[src/rtl/gf180mcu_fd_io__pwrseq.sv]
// Always-on power sequencer for one GF180MCU pad-ring segment: debounces the
// supply-good detectors, then releases isolation, IE, OE and POR in order.
module gf180mcu_fd_io__pwrseq #(
    parameter int DEB_CYCLES  = 16,
    parameter int STEP_CYCLES = 8,
    parameter int CNT_W       = 8
) (
    input  logic       CLK,
    input  logic       RN,
    input  logic       DVDD_OK,
    input  logic       VDD_OK,
    input  logic       PD_REQ,
    input  logic       FAULT_CLR,
    output logic       ISO_N,
    output logic       IE_EN,
    output logic       OE_EN,
    output logic       POR_N,
    output logic       READY,
    output logic       FAULT,
    output logic [2:0] STATE
);

    typedef enum logic [2:0] {
        S_OFF      = 3'd0,
        S_DEB_DVDD = 3'd1,
        S_DEB_VDD  = 3'd2,
        S_REL_ISO  = 3'd3,
        S_EN_IE    = 3'd4,
        S_UP       = 3'd5,
        S_PDN      = 3'd6,
        S_FAULT    = 3'd7
    } state_t;

    localparam logic [CNT_W-1:0] DEB_LAST  = CNT_W'(DEB_CYCLES - 1);
    localparam logic [CNT_W-1:0] STEP_LAST = CNT_W'(STEP_CYCLES - 1);

    state_t           state;
    state_t           nstate;
    logic [CNT_W-1:0] cnt;
    logic [CNT_W-1:0] ncnt;
    logic             phase;
    logic             nphase;
    logic             supply_lost;

    assign supply_lost = !DVDD_OK || !VDD_OK;
    assign STATE       = state;

    // Output pattern {ISO_N, IE_EN, OE_EN, POR_N, READY, FAULT} for a state.
    // PDN splits into two halves so IE_EN drops half-way through teardown.
    function automatic logic [5:0] decode(input state_t s, input logic ph);
        logic [5:0] o;
        o = 6'b000000;
        case (s)
            S_REL_ISO: o = 6'b100000;
            S_EN_IE:   o = 6'b110000;
            S_UP:      o = 6'b111110;
            S_PDN:     o = ph ? 6'b100100 : 6'b110100;
            S_FAULT:   o = 6'b000001;
            default:   o = 6'b000000;
        endcase
        return o;
    endfunction

    always_comb begin
        nstate = state;
        ncnt   = cnt;
        nphase = phase;
        case (state)
            S_OFF: begin
                if (DVDD_OK && !PD_REQ) nstate = S_DEB_DVDD;
            end
            S_DEB_DVDD: begin
                if (!DVDD_OK || PD_REQ)  nstate = S_OFF;
                else if (cnt == DEB_LAST) nstate = S_DEB_VDD;
                else                      ncnt = cnt + 1'b1;
            end
            S_DEB_VDD: begin
                // A VDD dropout restarts the window without abandoning DVDD.
                if (!DVDD_OK || PD_REQ)  nstate = S_OFF;
                else if (!VDD_OK)         ncnt = '0;
                else if (cnt == DEB_LAST) nstate = S_REL_ISO;
                else                      ncnt = cnt + 1'b1;
            end
            S_REL_ISO: begin
                if (supply_lost)           nstate = S_FAULT;
                else if (cnt == STEP_LAST) nstate = S_EN_IE;
                else                       ncnt = cnt + 1'b1;
            end
            S_EN_IE: begin
                if (supply_lost)           nstate = S_FAULT;
                else if (cnt == STEP_LAST) nstate = S_UP;
                else                       ncnt = cnt + 1'b1;
            end
            S_UP: begin
                if (supply_lost) nstate = S_FAULT;
                else if (PD_REQ) nstate = S_PDN;
            end
            S_PDN: begin
                // Losing supply during an intended shutdown is not a fault.
                if (supply_lost) begin
                    nstate = S_OFF;
                end else if (cnt == STEP_LAST) begin
                    if (phase) begin
                        nstate = S_OFF;
                    end else begin
                        nphase = 1'b1;
                        ncnt   = '0;
                    end
                end else begin
                    ncnt = cnt + 1'b1;
                end
            end
            S_FAULT: begin
                if (FAULT_CLR) nstate = S_OFF;
            end
            default: nstate = S_OFF;
        endcase
        if (nstate != state) begin
            ncnt   = '0;
            nphase = 1'b0;
        end
    end

    always_ff @(posedge CLK) begin
        if (!RN) begin
            state <= S_OFF;
            cnt   <= '0;
            phase <= 1'b0;
            {ISO_N, IE_EN, OE_EN, POR_N, READY, FAULT} <= 6'b000000;
        end else begin
            state <= nstate;
            cnt   <= ncnt;
            phase <= nphase;
            {ISO_N, IE_EN, OE_EN, POR_N, READY, FAULT} <= decode(nstate, nphase);
        end
    end

endmodule

[config.mk]
export PLATFORM = sky130hd
export DESIGN_NAME = gf180mcu_fd_io__pwrseq
export DESIGN_NICKNAME = d
export VERILOG_FILES = /design/src/rtl/gf180mcu_fd_io__pwrseq.sv
export SDC_FILE = /design/constraint.sdc
export NUM_CORES = 1
export LEC_CHECK = 0
export CAP_MARGIN = 30
export CORE_UTILIZATION = 45
export DETAILED_ROUTE_END_ITERATION = 8
export MAX_ROUTING_LAYER = met4
export PLACE_DENSITY = 0.79
export SYNTH_ARGS = -nofsm -noshare
export SYNTH_HDL_FRONTEND = slang
export SYNTH_SLANG_ARGS = --single-unit
[constraint.sdc]
create_clock -name CLK -period 4.6 [get_ports CLK]
set_input_delay 0.92 -clock CLK [delete_from_list [all_inputs] [get_ports CLK]]
set_output_delay 0.92 -clock CLK [all_outputs]
set_load 0.02 [all_outputs]
Yosys cells after proc, flatten, opt, wreduce, memory -nomap -nowiden
Index checks and enable logic that the tools add are counted.
{ "totals": {"in_bits": 6, "output_inout_bits": 9, "regBits": 18} }
{ "classes": {"eq_ne": 21, "muxes": 33, "n_reduce_logical": 11, "n_bitwise": 1, "add_sub_neg": 1} }
{ "ops": {"columns": ["op", "n"], "rows": [
  ["2-to-1 mux 8 bit", 9],
  ["2-to-1 mux 3 bit", 16],
  ["one-hot mux 8 bit (4 select lines)", 1],
  ["one-hot mux 6 bit (5 select lines)", 1],
  ["== test 3 bit, second input constant", 8],
  ["one-hot mux 3 bit (8 select lines)", 1],
  ["!= test 2 bit, second input constant", 5],
  ["== test 3 x 2 -> 1 bit, second input constant", 3],
  ["adder 8 x 1 -> 8 bit, second input constant", 1],
  ["== test 8 x 3 -> 1 bit, second input constant", 1],
  ["== test 8 x 4 -> 1 bit, second input constant", 1],
  ["AND reduction 7 bit", 1],
  ["2-to-1 mux 5 bit", 1],
  ["2-to-1 mux 1 bit", 4],
  ["nonzero test 4 bit", 1],
  ["OR reduction 2 bit", 2],
  ["== test 3 x 1 -> 1 bit, second input constant", 1],
  ["zero test 1 bit", 3],
  ["zero test 3 bit", 1],
  ["!= test 3 bit", 1],
  ["!= test 3 bit, second input constant", 1],
  ["logical OR 1 bit", 2],
  ["logical AND 1 bit", 1],
  ["inverter 1 bit", 1]
]} }

Depth between registers and ports, before layout
{ "logic_depth": {"ltp_word": 9, "ltp_mapped": 8, "depth_no_buf": 7} }

Least setup slack after synthesis
OpenSTA, ideal clock, no wires.
{ "synth_timing": {"path_kind": "input -> register", "start": "input VDD_OK", "end": "register phase", "required_ps": 4474, "setup_slack_ps": 2346, "t_arrival_ps": 2128, "setup_ps": 126, "path_stages": 6, "path_buffers": 0, "cell_sequence": "or4bb_1 -> nor4_1 -> a211oi_1 -> a211o_1 -> o2111ai_4 -> nor2_1"} }
{ "synth_via": {"elab_chain_cells": 6, "word_cells_on_any_way": 13} }
{ "synth_rtl": {"columns": ["item", "line", "source"], "rows": [
  ["from (decl)", "11", "input logic VDD_OK,"],
  ["zero test 1 bit", null, null],
  ["logical OR 1 bit", "45", "assign supply_lost = !DVDD_OK || !VDD_OK;"],
  ["2-to-1 mux 3 bit (on tied branches)", null, null],
  ["one-hot mux 3 bit (8 select lines)", "68", "case (state)"],
  ["!= test 3 bit", "118", "if (nstate != state) begin"],
  ["2-to-1 mux 1 bit *", "118", null],
  ["to (signal assigned)", "133", "phase <= nphase;"],
  ["to (decl)", "41", "logic phase;"]
]} }
Mark *: on every way between the ends. The rest lies on a longest branch, timed or not.
A chain may end at the register's enable or synchronous reset.

Final worst setup path
{ "layout_timing": {"start": "input VDD_OK", "end": "register cnt[2]"} }
{ "layout_via": {"elab_chain_cells": 6, "word_cells_on_any_way": 17} }
{ "layout_rtl": {"columns": ["item", "line", "source"], "rows": [
  ["zero test 1 bit", null, null],
  ["logical OR 1 bit", "45", null],
  ["2-to-1 mux 3 bit (on tied branches)", null, null],
  ["one-hot mux 3 bit (8 select lines)", "68", null],
  ["!= test 3 bit", "118", null],
  ["OR reduction 2 bit (no source line)", null, null],
  ["to (signal assigned)", "132", "cnt <= ncnt;"],
  ["to (decl)", "39", "logic [CNT_W-1:0] cnt;"]
]} }
Several ways; a longest one is shown, not always the timed one. The select of a mux whose other input is x is not followed.

==> metrics <==
Max Clock Freq=358 MHz; H-tree Lvls=1; Die Width=53.9 um; Final Core Density=54.6%; Post-CTS Setup Repair Bufs=0; final wirelength=2.90 mm; Tot GR Track Use=24.3%; Power Density=189 mW/mm2; first-pass GRT wire length=4.96 mm; DR iter-0 viols=39; CTS Hold Bufs=0; Final Wtd Congestion=0.947; placed cells=190; Final Hold Viols=0; Finish-stage setup viols=0; Final #Nets=172; setup_tns=0 ps; CTS tree=done; row count=18; Initial Util=48.1%; hold depth=2; share of cells above drive strength 1=7.93%; crit-path max FO=9; RSZ-0062 raised after global routing=false; syn avg cell area=7.87 um2; Mapped Nets=161; Worst Tran Pin Value=624 ps; Die Area=0.00291 mm2; WL/cell=14.9 um; core footprint=0.00252 mm2; synth top area cells=dfxtp_1, nand3_1, nand2_1; worst setup margin=1800 ps; yosys warns=0; Tightest Hold Check Type=reg2reg; DR vias=1230; met2 WL=1.40 mm; vias in the first global route=1182; max-slew violations=0; DPL Wire Length=2.10 mm; Setup crit start kind=input port; Layout Skew=9.66 ps; GRT overflow=0; CTS Buffer Depth=2; placement-stage worst setup slack=1540 ps; status=finished clean; WP data arrival=3000 ps; FF-to-FF path depth=6; top sig layer=met4; most common cell after layout, fill and taps aside=dfxtp_1; clk_lat worst skew=300 ps; distinct cell type count after synthesis=50; Ports=15; diodes inserted=0; met1 WL=1.25 mm; initial antenna violation count=0; Yosys top cell area share=28.1%; mapped cell area=0.00121 mm2; drt first pass iters=5; Peak supply drop=0.218 mV; CTS Sinks=17; Port-buffer cells=14; #FFs+latches synth=17; EDFF count, synth=0; Die Height=53.9 um; remaining antenna violation count=0; cts bufs inserted=3; main flop type after synthesis=dfxtp_1; Setup CP Type=in2reg; Slew headroom=58.3%; Root Driver=clkbuf_4; asr flop ratio synth=0%; largest net degree at the start of global routing=21; Clk pin slew, worst setup/hold paths=90 ps; fin cells=194; cell leakage power=0.488 nW; post_cts resized=0; Final period util=60.8%; most frequent cells in the layout=dfxtp_1, nand2_1, clkdlybuf4s50_1; Routed met3 length=211 um; area leader, netlist=dfxtp_1; max-cap viol count=0; crit end category=flip-flop; min Tclk post-route=2800 ps; share of the yosys chip area belonging to registers=28.1%; Total Power=260 uW; CP required=4800 ps; Gate Count Post-Synth=154; Avg Vias per Cell=6.34; Layout area overhead=13.6%; DRC violations left=0
sequential cells by signal, indices dropped and copies added, names as in the netlist:
signal and flops:
STATE 3, POR_N 1, cnt 8, FAULT 1, OE_EN 1, phase 1
IE_EN 1, ISO_N 1
layer usage:
metal / track usage [%] / vias up
met2: 39.7 / 54
met5: - / -
met4: 8.33 / 0
li1: - / 599
met3: 5.65 / 6
met1: 28.8 / 571
final timing paths:
kind / from / to / slack (ps)
min: cnt[1] / cnt[1] / 500
min reg2reg: cnt[1] / cnt[1] / 500
max reg2reg: cnt[4] / cnt[2] / 2290
max: VDD_OK / cnt[2] / 1800
per-stage QoR:
stage	area, um2	hold slack, ps
5_1_grt	1380	532
4_1_cts	1380	498
3_5_place_dp	1350	485
6_report	1380	500
3_3_place_gp	1350	476
2_1_floorplan	1210	458
worst max-delay path, cell delays in order:
cell and delay [ps]:
clkdlybuf4s50_1 610, and2_1 230, nand3_1 90, a211oi_1 480, a211o_1 240, o2111ai_4 190
a211oi_1 240
area by class of cell:
type | instances | area [um2]
multi-input combinational | 126 | 821
tap | 30 | 37.5
clock inverter | 1 | 5.00
inverter | 3 | 11.3
clock buffer | 3 | 22.5
timing repair buffer | 14 | 140
sequential | 17 | 340
fill | 233 | 1140
report_power, final:
part	internal (mW)	leakage (nW)	switching (mW)
clock	0.0324	0.0177	0.0483
sequential	0.148	0.137	0.00330
combinational	0.0130	0.333	0.0152
cells in the mapped netlist (2+ instances only):
cell and n:
nand2b_1 7, nand3_1 12, o21ai_0 8, nand4_1 2
nor3_1 2, inv_1 3, a21oi_1 10, and3_1 7
nor2b_1 3, a211o_1 2, nand3b_1 4, a31oi_1 3
nor3b_1 3, and3b_1 3, nor2_1 11, and2_1 4
a211oi_1 5, nand2_1 14, buf_2 4, dfxtp_1 17
kinds of logic (layout without fill, tap and decap cells):
kind of cell    Yosys count  count (layout)  synth area share (%)
buf+inv                  11              21                  4.23
fa+ha+maj                 1               1                  1.03
compound gates           40              40                  24.3
simple gates             84              84                  41.7
flops                    17              17                  28.1
xor+xnor                  1               1                 0.723
(Power assumes the default switching activity.)
